--- src/rtl/key_debounce_scheduler_pkg.sv ---
// Shared types and defaults for the synth key front-end controller.
package synth_ctrl_pkg;

    typedef enum logic [1:0] {
        SCAN   = 2'd0,
        TIMING = 2'd1,
        PUSH   = 2'd2
    } kds_state_t;

    localparam int DEFAULT_DEBOUNCE_THRESHOLD = 15000;

endpackage

--- src/rtl/key_debounce_scheduler_event_fifo.sv ---
// Show-ahead event FIFO; writes are refused while full, reads while empty.
module event_fifo #(
    parameter int WIDTH = 4,
    parameter int DEPTH = 4
) (
    input  logic             clk,
    input  logic             rst,
    input  logic             wr_en,
    input  logic [WIDTH-1:0] wr_data,
    output logic             full,
    input  logic             rd_en,
    output logic [WIDTH-1:0] rd_data,
    output logic             empty
);

    localparam int AW = $clog2(DEPTH);

    logic [WIDTH-1:0] mem [DEPTH];
    logic [AW-1:0]    wr_ptr;
    logic [AW-1:0]    rd_ptr;
    logic [AW:0]      count;
    logic             do_wr;
    logic             do_rd;

    assign full    = (count == (AW+1)'(DEPTH));
    assign empty   = (count == '0);
    assign do_wr   = wr_en && !full;
    assign do_rd   = rd_en && !empty;
    assign rd_data = mem[rd_ptr];

    always_ff @(posedge clk or negedge rst) begin
        if (!rst) begin
            wr_ptr <= '0;
            rd_ptr <= '0;
            count  <= '0;
        end else begin
            if (do_wr) wr_ptr <= wr_ptr + 1'b1;
            if (do_rd) rd_ptr <= rd_ptr + 1'b1;
            case ({do_wr, do_rd})
                2'b10:   count <= count + 1'b1;
                2'b01:   count <= count - 1'b1;
                default: count <= count;
            endcase
        end
    end

    // Storage carries data only; occupancy above decides what is valid.
    always_ff @(posedge clk) begin
        if (do_wr) mem[wr_ptr] <= wr_data;
    end

endmodule

--- src/rtl/key_debounce_scheduler.sv ---
// Debounces NUM_KEYS raw keys with one round-robin shared timer and queues
// press/release events for the voice controller.
module key_debounce_scheduler
    import synth_ctrl_pkg::*;
#(
    parameter int NUM_KEYS           = 8,
    parameter int DEBOUNCE_THRESHOLD = DEFAULT_DEBOUNCE_THRESHOLD,
    parameter int FIFO_DEPTH         = 4
) (
    input  logic                        clk,
    input  logic                        rst,
    input  logic [NUM_KEYS-1:0]         raw_keys,
    output logic [NUM_KEYS-1:0]         key_state,
    output logic                        event_valid,
    output logic                        event_press,
    output logic [$clog2(NUM_KEYS)-1:0] event_key,
    input  logic                        event_ready,
    output logic                        busy
);

    localparam int KW = $clog2(NUM_KEYS);
    localparam int CW = $clog2(DEBOUNCE_THRESHOLD + 1);
    localparam int EW = KW + 1;

    function automatic logic [KW-1:0] next_key(input logic [KW-1:0] k);
        return (k == KW'(NUM_KEYS - 1)) ? '0 : k + 1'b1;
    endfunction

    logic [NUM_KEYS-1:0] sync_p0;
    logic [NUM_KEYS-1:0] sync_p1;
    kds_state_t          state;
    kds_state_t          next_state;
    logic [KW-1:0]       ptr;
    logic [KW-1:0]       cur;
    logic [CW-1:0]       counter;
    logic                fifo_wr;
    logic                fifo_full;
    logic                fifo_empty;
    logic [EW-1:0]       wr_data;
    logic [EW-1:0]       rd_data;

    // Stage p0/p1: two-flop synchronizer on the asynchronous key pins
    always_ff @(posedge clk or negedge rst) begin
        if (!rst) begin
            sync_p0 <= '0;
            sync_p1 <= '0;
        end else begin
            sync_p0 <= raw_keys;
            sync_p1 <= sync_p0;
        end
    end

    always_ff @(posedge clk or negedge rst) begin
        if (!rst) state <= SCAN;
        else      state <= next_state;
    end

    always_comb begin
        next_state = state;
        case (state)
            SCAN:    if (sync_p1[ptr] != key_state[ptr]) next_state = TIMING;
            TIMING: begin
                if (sync_p1[cur] == key_state[cur])                next_state = SCAN;
                else if (counter == CW'(DEBOUNCE_THRESHOLD - 1))   next_state = PUSH;
            end
            PUSH:    if (!fifo_full) next_state = SCAN;
            default: next_state = SCAN;
        endcase
    end

    always_comb begin
        busy    = (state == TIMING) || (state == PUSH);
        fifo_wr = (state == PUSH) && !fifo_full;
        wr_data = {~key_state[cur], cur};
    end

    // The timer belongs to key cur until it either bounces back or commits.
    always_ff @(posedge clk or negedge rst) begin
        if (!rst) begin
            ptr       <= '0;
            cur       <= '0;
            counter   <= '0;
            key_state <= '0;
        end else begin
            case (state)
                SCAN: begin
                    if (sync_p1[ptr] != key_state[ptr]) begin
                        cur     <= ptr;
                        counter <= '0;
                    end else begin
                        ptr <= next_key(ptr);
                    end
                end
                TIMING: begin
                    if (sync_p1[cur] == key_state[cur])
                        ptr <= next_key(cur);
                    else if (counter != CW'(DEBOUNCE_THRESHOLD - 1))
                        counter <= counter + 1'b1;
                end
                PUSH: begin
                    if (!fifo_full) begin
                        key_state[cur] <= ~key_state[cur];
                        ptr            <= next_key(cur);
                    end
                end
                default: ;
            endcase
        end
    end

    event_fifo #(
        .WIDTH (EW),
        .DEPTH (FIFO_DEPTH)
    ) u_fifo (
        .clk     (clk),
        .rst     (rst),
        .wr_en   (fifo_wr),
        .wr_data (wr_data),
        .full    (fifo_full),
        .rd_en   (event_ready),
        .rd_data (rd_data),
        .empty   (fifo_empty)
    );

    // Head fields are forced to zero when empty so stale storage never shows.
    assign event_valid = !fifo_empty;
    assign event_press = event_valid ? rd_data[KW] : 1'b0;
    assign event_key   = event_valid ? rd_data[KW-1:0] : '0;

endmodule
--- config.mk ---
export PLATFORM = sky130hd
export DESIGN_NAME = key_debounce_scheduler
export DESIGN_NICKNAME = d
export VERILOG_FILES = /design/src/rtl/key_debounce_scheduler_pkg.sv /design/src/rtl/key_debounce_scheduler_event_fifo.sv /design/src/rtl/key_debounce_scheduler.sv
export SDC_FILE = /design/constraint.sdc
export NUM_CORES = 1
export LEC_CHECK = 0
export ABC_CLOCK_PERIOD_IN_PS = 6000
export CAP_MARGIN = 5
export CORE_MARGIN = 5
export CORE_UTILIZATION = 40
export DETAILED_ROUTE_END_ITERATION = 7
export PLACE_DENSITY = 0.68
export SYNTH_ARGS = -nofsm -noshare
export SYNTH_HDL_FRONTEND = slang
export SYNTH_SLANG_ARGS = --single-unit
--- constraint.sdc ---
create_clock -name clk -period 6 [get_ports clk]
set_clock_uncertainty 0.15 [all_clocks]
set_input_delay 1.2 -clock clk [delete_from_list [all_inputs] [get_ports clk]]
set_output_delay 1.2 -clock clk [all_outputs]
set_load 0.05 [all_outputs]
# Yosys cells after proc, flatten, opt, wreduce, memory -nomap -nowiden
# Memories as Yosys holds them, arrays and structs flattened.
# Cells that the tools add are included.
# classes
n_bitwise,2
n_lt_le_gt_ge,3
eq_ne,18
n_reduce_logical,17
mux,31
add_sub_neg,7
# ops
cell,n
14-bit 2-to-1 mux,3
14-bit one-hot mux with 2 select lines,1
3-bit 2-to-1 mux,6
"14-bit by 1-bit adder with 14-bit output, second input constant",1
"14-bit equality test, second input constant",1
"14-bit != test, second input constant",1
1-bit binary-select mux with 3-bit select,4
"2-bit != test, second input constant",5
"3-bit by 1-bit adder with 3-bit output, second input constant",3
"3-bit equality test, second input constant",3
3-bit one-hot mux with 3 select lines,1
8-bit bitwise mux,1
"3-bit by 4-bit < comparator with 1-bit output, second input constant",2
1-bit 2-to-1 mux,8
2-bit 2-to-1 mux,4
4-bit AND reduction,2
2-bit one-hot mux with 3 select lines,1
3-bit one-hot mux with 2 select lines,1
"2-bit by 1-bit adder with 2-bit output, second input constant",2
"2-bit by 1-bit equality test with 1-bit output, second input constant",2
"2-bit equality test, second input constant",2
1-bit logical AND,4
2-bit AND reduction,2
2-bit nonzero test,2
other kinds (14),16
# totals
elab_cells,89
register_bits,53
n_memories,1
output_inout_bits,14
input_bits,11
ram_bits,16
# mem_list
name,depth,width,read_ports,rd_clocked_by_memory_dff,write_ports,line_no,source
u_fifo.mem,4,4,1,0,1,key_debounce_scheduler_event_fifo.sv:18,logic [WIDTH-1:0] mem [DEPTH];

# Depth between registers and ports, before layout
# Gate-level depths: netlist (run 1).
# depth
ltp_word,6
depth_mapped,11
depth_no_buf,10

# Modules after synthesis
# Synthesis (run 1) repeated with hierarchy kept, for this count alone.
# hier_totals
cells_unflattened,289
area_unflattened_um2,3469.6
# modules_own_cells
mod,area_each_um2,cells_per_inst,seq_area_each_um2,instances
key_debounce_scheduler,2453.6,230,1151.1,1
event_fifo,1016.0,59,655.6,1

# Least setup slack after synthesis (run 1)
# Ideal clock, no wire load.
# synth_path
kind,reg-to-output
start,register u_fifo.rd_ptr[0]
end,output event_key[0]
arrival_time_ns,1.454
path_stages_with_launch,4
path_slack_ns,3.196
cell_sequence,dfrtp_1 clkbuf_1 mux4_2 and2_1
# synth_via
elab_chain_len,2
# synth_lines
element,line_no,source
start: declaration,key_debounce_scheduler_event_fifo.sv:20,logic [AW-1:0] rd_ptr;
start signal: assignment,key_debounce_scheduler_event_fifo.sv:38,if (do_rd) rd_ptr <= rd_ptr + 1'b1;
memory read 4 x 4 bit,--,
3-bit 2-to-1 mux,key_debounce_scheduler.sv:128,assign event_key = event_valid ? rd_data[KW-1:0] : '0;
end: declaration,key_debounce_scheduler.sv:16,"output logic [$clog2(NUM_KEYS)-1:0] event_key,"
# No other way between the ends.

# Worst setup path after layout (run 1)
# layout_path
start,register u_fifo.rd_ptr[0]
end,output event_key[2]
# Same word-level chain as after synthesis.

==> flow_summary.json, run 1 <==
{
  "drtIter0Drc": 143,
  "post_cts.repair.setup_buffers": 0,
  "drt.antenna.violating_nets": 0,
  "cts.root.buffer_cell": "clkbuf_8",
  "vias_per_cell": 5.50,
  "grt.overflow.total": 0,
  "cp-end-kind": "output port",
  "slew_headroom_pct": 49.2,
  "synth_cell_types": 52,
  "syn-instance-count": 278,
  "power.total_mw": 1.65,
  "internal-power_uw": 989,
  "grt_start_max_net_pins": 54,
  "rr_worst_depth": 7,
  "path_clk_slew_ns": 0.08,
  "crit_arrival_ns": 2.26,
  "die-width_um": 103,
  "clk_latency_ns": 0.34,
  "nets": 328,
  "wl_met3_um": 279,
  "p_sw_uw": 662,
  "synth_nets": 304,
  "hold_class": "flop to flop",
  "p_seq_share_pct": 42.0,
  "htree_levels": 3,
  "core_um2": 8300,
  "worst_slack_ns": 2.39,
  "boundaryPins": 25,
  "routed.top_layer": "met4",
  "final_hold_viol_count": 0,
  "post-place-cells": 396,
  "grt_usage_pct": 14.1,
  "fmax_mhz": 277,
  "dieArea_um2": 10600,
  "leakage_nw": 1.65,
  "grt_antenna_before_repair": 0,
  "routed_wirelength_mm": 6.45,
  "avgSynthCellArea_um2": 12.4,
  "grt_pass1_wl_mm": 11.4,
  "comb_power_share_pct": 38.5,
  "cts_resized": 0,
  "synth_area_um2": 3450,
  "cts_tree": "done",
  "ys.flop_type": "dfrtp_1",
  "reg2reg_slack_ns": 2.72,
  "synth.largest_area_cell": "dfrtp_1",
  "power_density_nw_per_um2": 420,
  "drc": 0,
  "vdd_drop_max_mv": 0.194,
  "rows": 33,
  "grt_pass1_vias": 2271,
  "crit_slowest_cell": "clkdlybuf4s50_1",
  "rsz0062_at_grt": "false",
  "status": "complete, no violations",
  "dpl.hpwl_mm": 4.48,
  "sw_frac_of_total_pct": 40.1,
  "period_needed_ns": 3.61,
  "routedWlPerCell_um": 15.7,
  "clk_path_buf_depth": 2,
  "area_growth_pct": 14.0,
  "cap_violations": 0,
  "final_cells": 412,
  "post-synth-top-count-cell": "dfrtp_1",
  "worst_pin_slew_ns": 0.762,
  "p_clk_share_pct": 19.5,
  "fin_util_pct": 47.4,
  "cts.sinks": 69,
  "dpl_worst_slack_ns": 2.74,
  "cp.required_ns": 4.65,
  "drive_gt1_share_pct": 12.1,
  "synthTopCellsByCount": "53 x dfrtp_1, 18 x nand2_1, 16 x edfxtp_1",
  "ys_ff_latch": 69,
  "slew_violations": 0,
  "synthTopCellsByArea": "dfrtp_1 38%, edfxtp_1 14%, mux4_2 5.2%",
  "num_vias": 2264,
  "io_buffers": 24,
  "wl_met1_mm": 2.95,
  "cts_hold_buf": 0,
  "start_kind": "flop",
  "holdPathStages": 0,
  "yosys_warnings": 0,
  "final.setup.tns_ns": 0,
  "layout_worst_path_cycle_share_pct": 60.2,
  "setup_viol": 0,
  "crit_path_max_incr_delay_ns": 0.69,
  "wl_met2_mm": 3.08,
  "path_cells": "mux4_2, and2_1, clkdlybuf4s50_1",
  "crit_fanout": 6,
  "gp_congestion": 0.845,
  "ys_seq_area_share_pct": 52.4,
  "start_util_pct": 41.6,
  "synth-edff-count": 16,
  "antenna_cells": 0,
  "synth_top_area_share_pct": 38.4,
  "synthArstFlopShare_pct": 76.8,
  "die_y_um": 103,
  "dr.pass1.iters": 4,
  "critical_path_class": "flop to output port",
  "cts_inserted_buffers": 9
}
## cells in the final DEF, fill, tap and decap left out, drive strengths merged, types with 10 or more instances in the layout
master         count
a31oi             15
nand3             12
clkdlybuf4s50     23
ha                14
and3              10
dfrtp             53
inv               14
clkbuf            10
nor2              11
nand2             18
edfxtp            16
mux2              16
## per-stage QoR
stage          hold WS [ns]  cell area, µm²
2_1_floorplan         0.181            3450
3_3_place_gp          0.183            3770
3_5_place_dp          0.185            3770
4_1_cts               0.199            3930
5_1_grt               0.206            3930
6_report              0.199            3930
## flip-flops by register name, indices dropped and copies added, names as in the netlist
name           count
sync_p0            8
u_fifo.count       3
state              2
u_fifo.mem        16
u_fifo.wr_ptr      2
u_fifo.rd_ptr      2
key_state          8
cur                3
counter           14
ptr                3
sync_p1            8
## per-layer routing
| layer | up-vias | global-route usage (%) |
|---|---|---|
| met5 | - | 0 |
| met4 | 0 | 5.88 |
| met3 | 12 | 3.79 |
| met2 | 49 | 22.1 |
| met1 | 1117 | 18.6 |
| li1 | 1086 | - |
## area by class of cell
class / instances / area [µm²]
clock buffer: 10 / 128
fill: 734 / 4370
sequential: 69 / 1810
tap: 105 / 131
timing repair buffer: 25 / 243
clock inverter: 6 / 38.8
inverter: 13 / 48.8
multi-input combinational: 184 / 1540
## power groups by stage
stage | clock network (mW) | registers [mW] | logic [mW]
2_1_floorplan | 0 | 0.622 | 0.572
3_3_place_gp | 0 | 0.697 | 0.626
3_5_place_dp | 0 | 0.704 | 0.639
4_1_cts | 0.336 | 0.694 | 0.640
5_1_grt | 0.357 | 0.713 | 0.710
6_report | 0.322 | 0.693 | 0.636
## cell families after synthesis
group	Yosys count	share of synthesized area, %
and+or+nand+nor	84	13.5
DFF	69	52.4
AOI/OAI and AO/OA	45	10.1
muxes	32	13.2
buffers and inverters	25	3.08
adders and majority gates	15	5.66
xor gates and xnor gates	8	2.03
## worst max-delay path, delay by kind of cell, from the launching register on
| kind | cells | cell delay [ns] |
|---|---|---|
| buffers and inverters | 1 | 0.69 |
| flip-flops | 1 | 0.53 |
| multiplexers | 1 | 0.53 |
| AND/OR/NAND/NOR | 1 | 0.16 |
## worst paths after layout
check	startpoint	to
setup / recovery	u_fifo.rd_ptr[0]$_DFFE_PN0P_	event_key[2]
hold / removal	sync_p0[7]$_DFF_PN0_	sync_p1[7]$_DFF_PN0_
setup reg to reg	state[1]$_DFFE_PN0P_	counter[7]$_DFFE_PN0P_
hold reg to reg	sync_p0[7]$_DFF_PN0_	sync_p1[7]$_DFF_PN0_
max in group asynchronous	rst	counter[5]$_DFFE_PN0P_
min in group asynchronous	rst	sync_p0[0]$_DFF_PN0_
Power figures use the tool's default switching activity.
==> run 2: changes to the inputs <==
Settings changed: ABC_CLOCK_PERIOD_IN_PS 6000 to 3400.
Clock period 6 ns to 3.4 ns, I/O delays scaled along.
==> flow_summary.json, run 2 (same netlist as run 1, synthesis figures left out) <==
{
  "regArea_um2": 1810,
  "status": "complete, no violations",
  "final_area_um2": 3990,
  "layout_commonest_cell": "dfrtp_1",
  "grt_pass1_vias": 2195,
  "cts.sinks": 69,
  "drt.antenna.violating_nets": 0,
  "final_hold_viol_count": 0,
  "die-width_um": 103,
  "power_density_nw_per_um2": 752,
  "clk_path_buf_depth": 2,
  "crit_fanout": 6,
  "boundaryPins": 25,
  "cts.root.buffer_cell": "clkbuf_8",
  "slew_headroom_pct": 53.4,
  "largest_register_ffs": 16,
  "post_cts.repair.setup_buffers": 0,
  "routed_wirelength_mm": 6.53,
  "hold_class": "primary input to asynchronous set/reset pin",
  "num_vias": 2286,
  "rsz0062_at_grt": "false",
  "drive_gt1_share_pct": 13.2,
  "antenna_cells": 0,
  "cts_resized": 0,
  "drc": 0,
  "grt.overflow.total": 0,
  "crit_arrival_ns": 2.29,
  "dpl.hpwl_mm": 4.71,
  "dr.pass1.iters": 4,
  "crit_slowest_cell": "clkdlybuf4s50_1",
  "grt_antenna_before_repair": 0,
  "grt_pass1_wl_mm": 11.0,
  "start_util_pct": 41.6,
  "io_buffers": 24,
  "layout_common_cells": "53 x dfrtp_1, 23 x clkdlybuf4s50_1, 18 x nand2_1",
  "worst_pin_slew_ns": 0.699,
  "setup_viol": 0,
  "critical_path_class": "flop to output port",
  "path_clk_slew_ns": 0.07,
  "vdd_drop_max_mv": 0.435,
  "path_delay_family": "buffers and inverters",
  "crit_path_max_incr_delay_ns": 0.69,
  "gp_congestion": 0.808,
  "slew_violations": 0,
  "cap_violations": 0,
  "routedWlPerCell_um": 15.7,
  "cp.required_ns": 2.57,
  "place_area_um2": 3800,
  "cts_inserted_buffers": 9,
  "top_regs": "u_fifo.mem (16), counter (14)",
  "grt_usage_pct": 13.7,
  "path_cells": "mux4_2, and2_1, clkdlybuf4s50_1",
  "largest_register": "u_fifo.mem",
  "area_growth_pct": 15.6,
  "start_kind": "flop",
  "clk_latency_ns": 0.34,
  "cts_tree": "done",
  "cts_hold_buf": 0,
  "layout_worst_path_cycle_share_pct": 91.7,
  "final.setup.tns_ns": 0,
  "htree_levels": 3,
  "fmax_mhz": 321,
  "core_um2": 8300,
  "nets": 332,
  "grt_start_max_net_pins": 28,
  "cp-end-kind": "output port",
  "die_y_um": 103,
  "rows": 33,
  "drtIter0Drc": 150,
  "period_needed_ns": 3.12,
  "dieArea_um2": 10600,
  "fill_cells": 736,
  "vias_per_cell": 5.50,
  "leakage_nw": 1.69,
  "critical_path_buf_inv_count": 1,
  "multi_input_area_um2": 1540
}
[run 2: worst reg2reg max path, stage by stage (launching register included)]
cell,delay (ns)
dfrtp_1,0.79
nor2b_1,0.17
a32o_2,0.30
nor3_4,0.41
xor2_1,0.21
a2111oi_4,0.46
mux2_1,0.35
[run 2: metrics by stage]
step / setup WS, ns / total power [mW] / hold slack, ns / cells / util (%)
after floorplan: 0.686 / 2.11 / 0.181 / 278 / -
after global placement: 0.526 / 2.37 / 0.181 / 400 / 45.7
after detailed placement: 0.414 / 2.40 / 0.185 / 400 / 45.7
after CTS: 0.241 / 3.03 / 0.199 / 416 / 48.0
after global routing: 0.167 / 3.20 / 0.205 / 416 / 48.0
final: 0.281 / 3.00 / 0.193 / 416 / 48.0
[run 2: report_power, final]
group / internal, mW / switching, mW
Combinational: 0.530 / 0.660
Clock: 0.344 / 0.282
Sequential: 0.979 / 0.203
[run 2: worst paths after layout]
| path | cells after the start | slack, ns | startpoint | to |
|---|---|---|---|---|
| worst min register to register | 0 | 0.20 | sync_p0[4]$_DFF_PN0_ | sync_p1[4]$_DFF_PN0_ |
| min in group clk | 0 | 0.20 | sync_p0[4]$_DFF_PN0_ | sync_p1[4]$_DFF_PN0_ |
| worst max register to register | 6 | 0.43 | cur[1]$_DFFE_PN0P_ | ptr[0]$_DFFE_PN0P_ |
| worst min-delay path | 1 | 0.19 | rst | sync_p0[1]$_DFF_PN0_ |
| max in group asynchronous | 2 | 2.14 | rst | sync_p1[2]$_DFF_PN0_ |
| worst max-delay path | 3 | 0.28 | u_fifo.rd_ptr[0]$_DFFE_PN0P_ | event_press |
[run 2: routing by layer]
layer / GRT usage, % / wire length (µm)
met2: 22.0 / 3170
met1: 17.9 / 3000
met4: 4.78 / 80
met3: 3.92 / 275
met5: 0 / 0
[run 2: final cells by class]
cell class / count / area share [%]
clock buffer: 15 / 4.68
timing repair buffer: 29 / 6.84
clock inverter: 1 / 0.126
tap: 105 / 3.29
sequential: 69 / 45.3
multi-input combinational: 184 / 38.5
inverter: 13 / 1.22
==> run 3: changes to the inputs <==
Settings changed: CAP_MARGIN 5 to 20, SLEW_MARGIN set to 20.
==> results of run 3 <==
No change in the layout: final DEF, timing and power equal those of run 2.
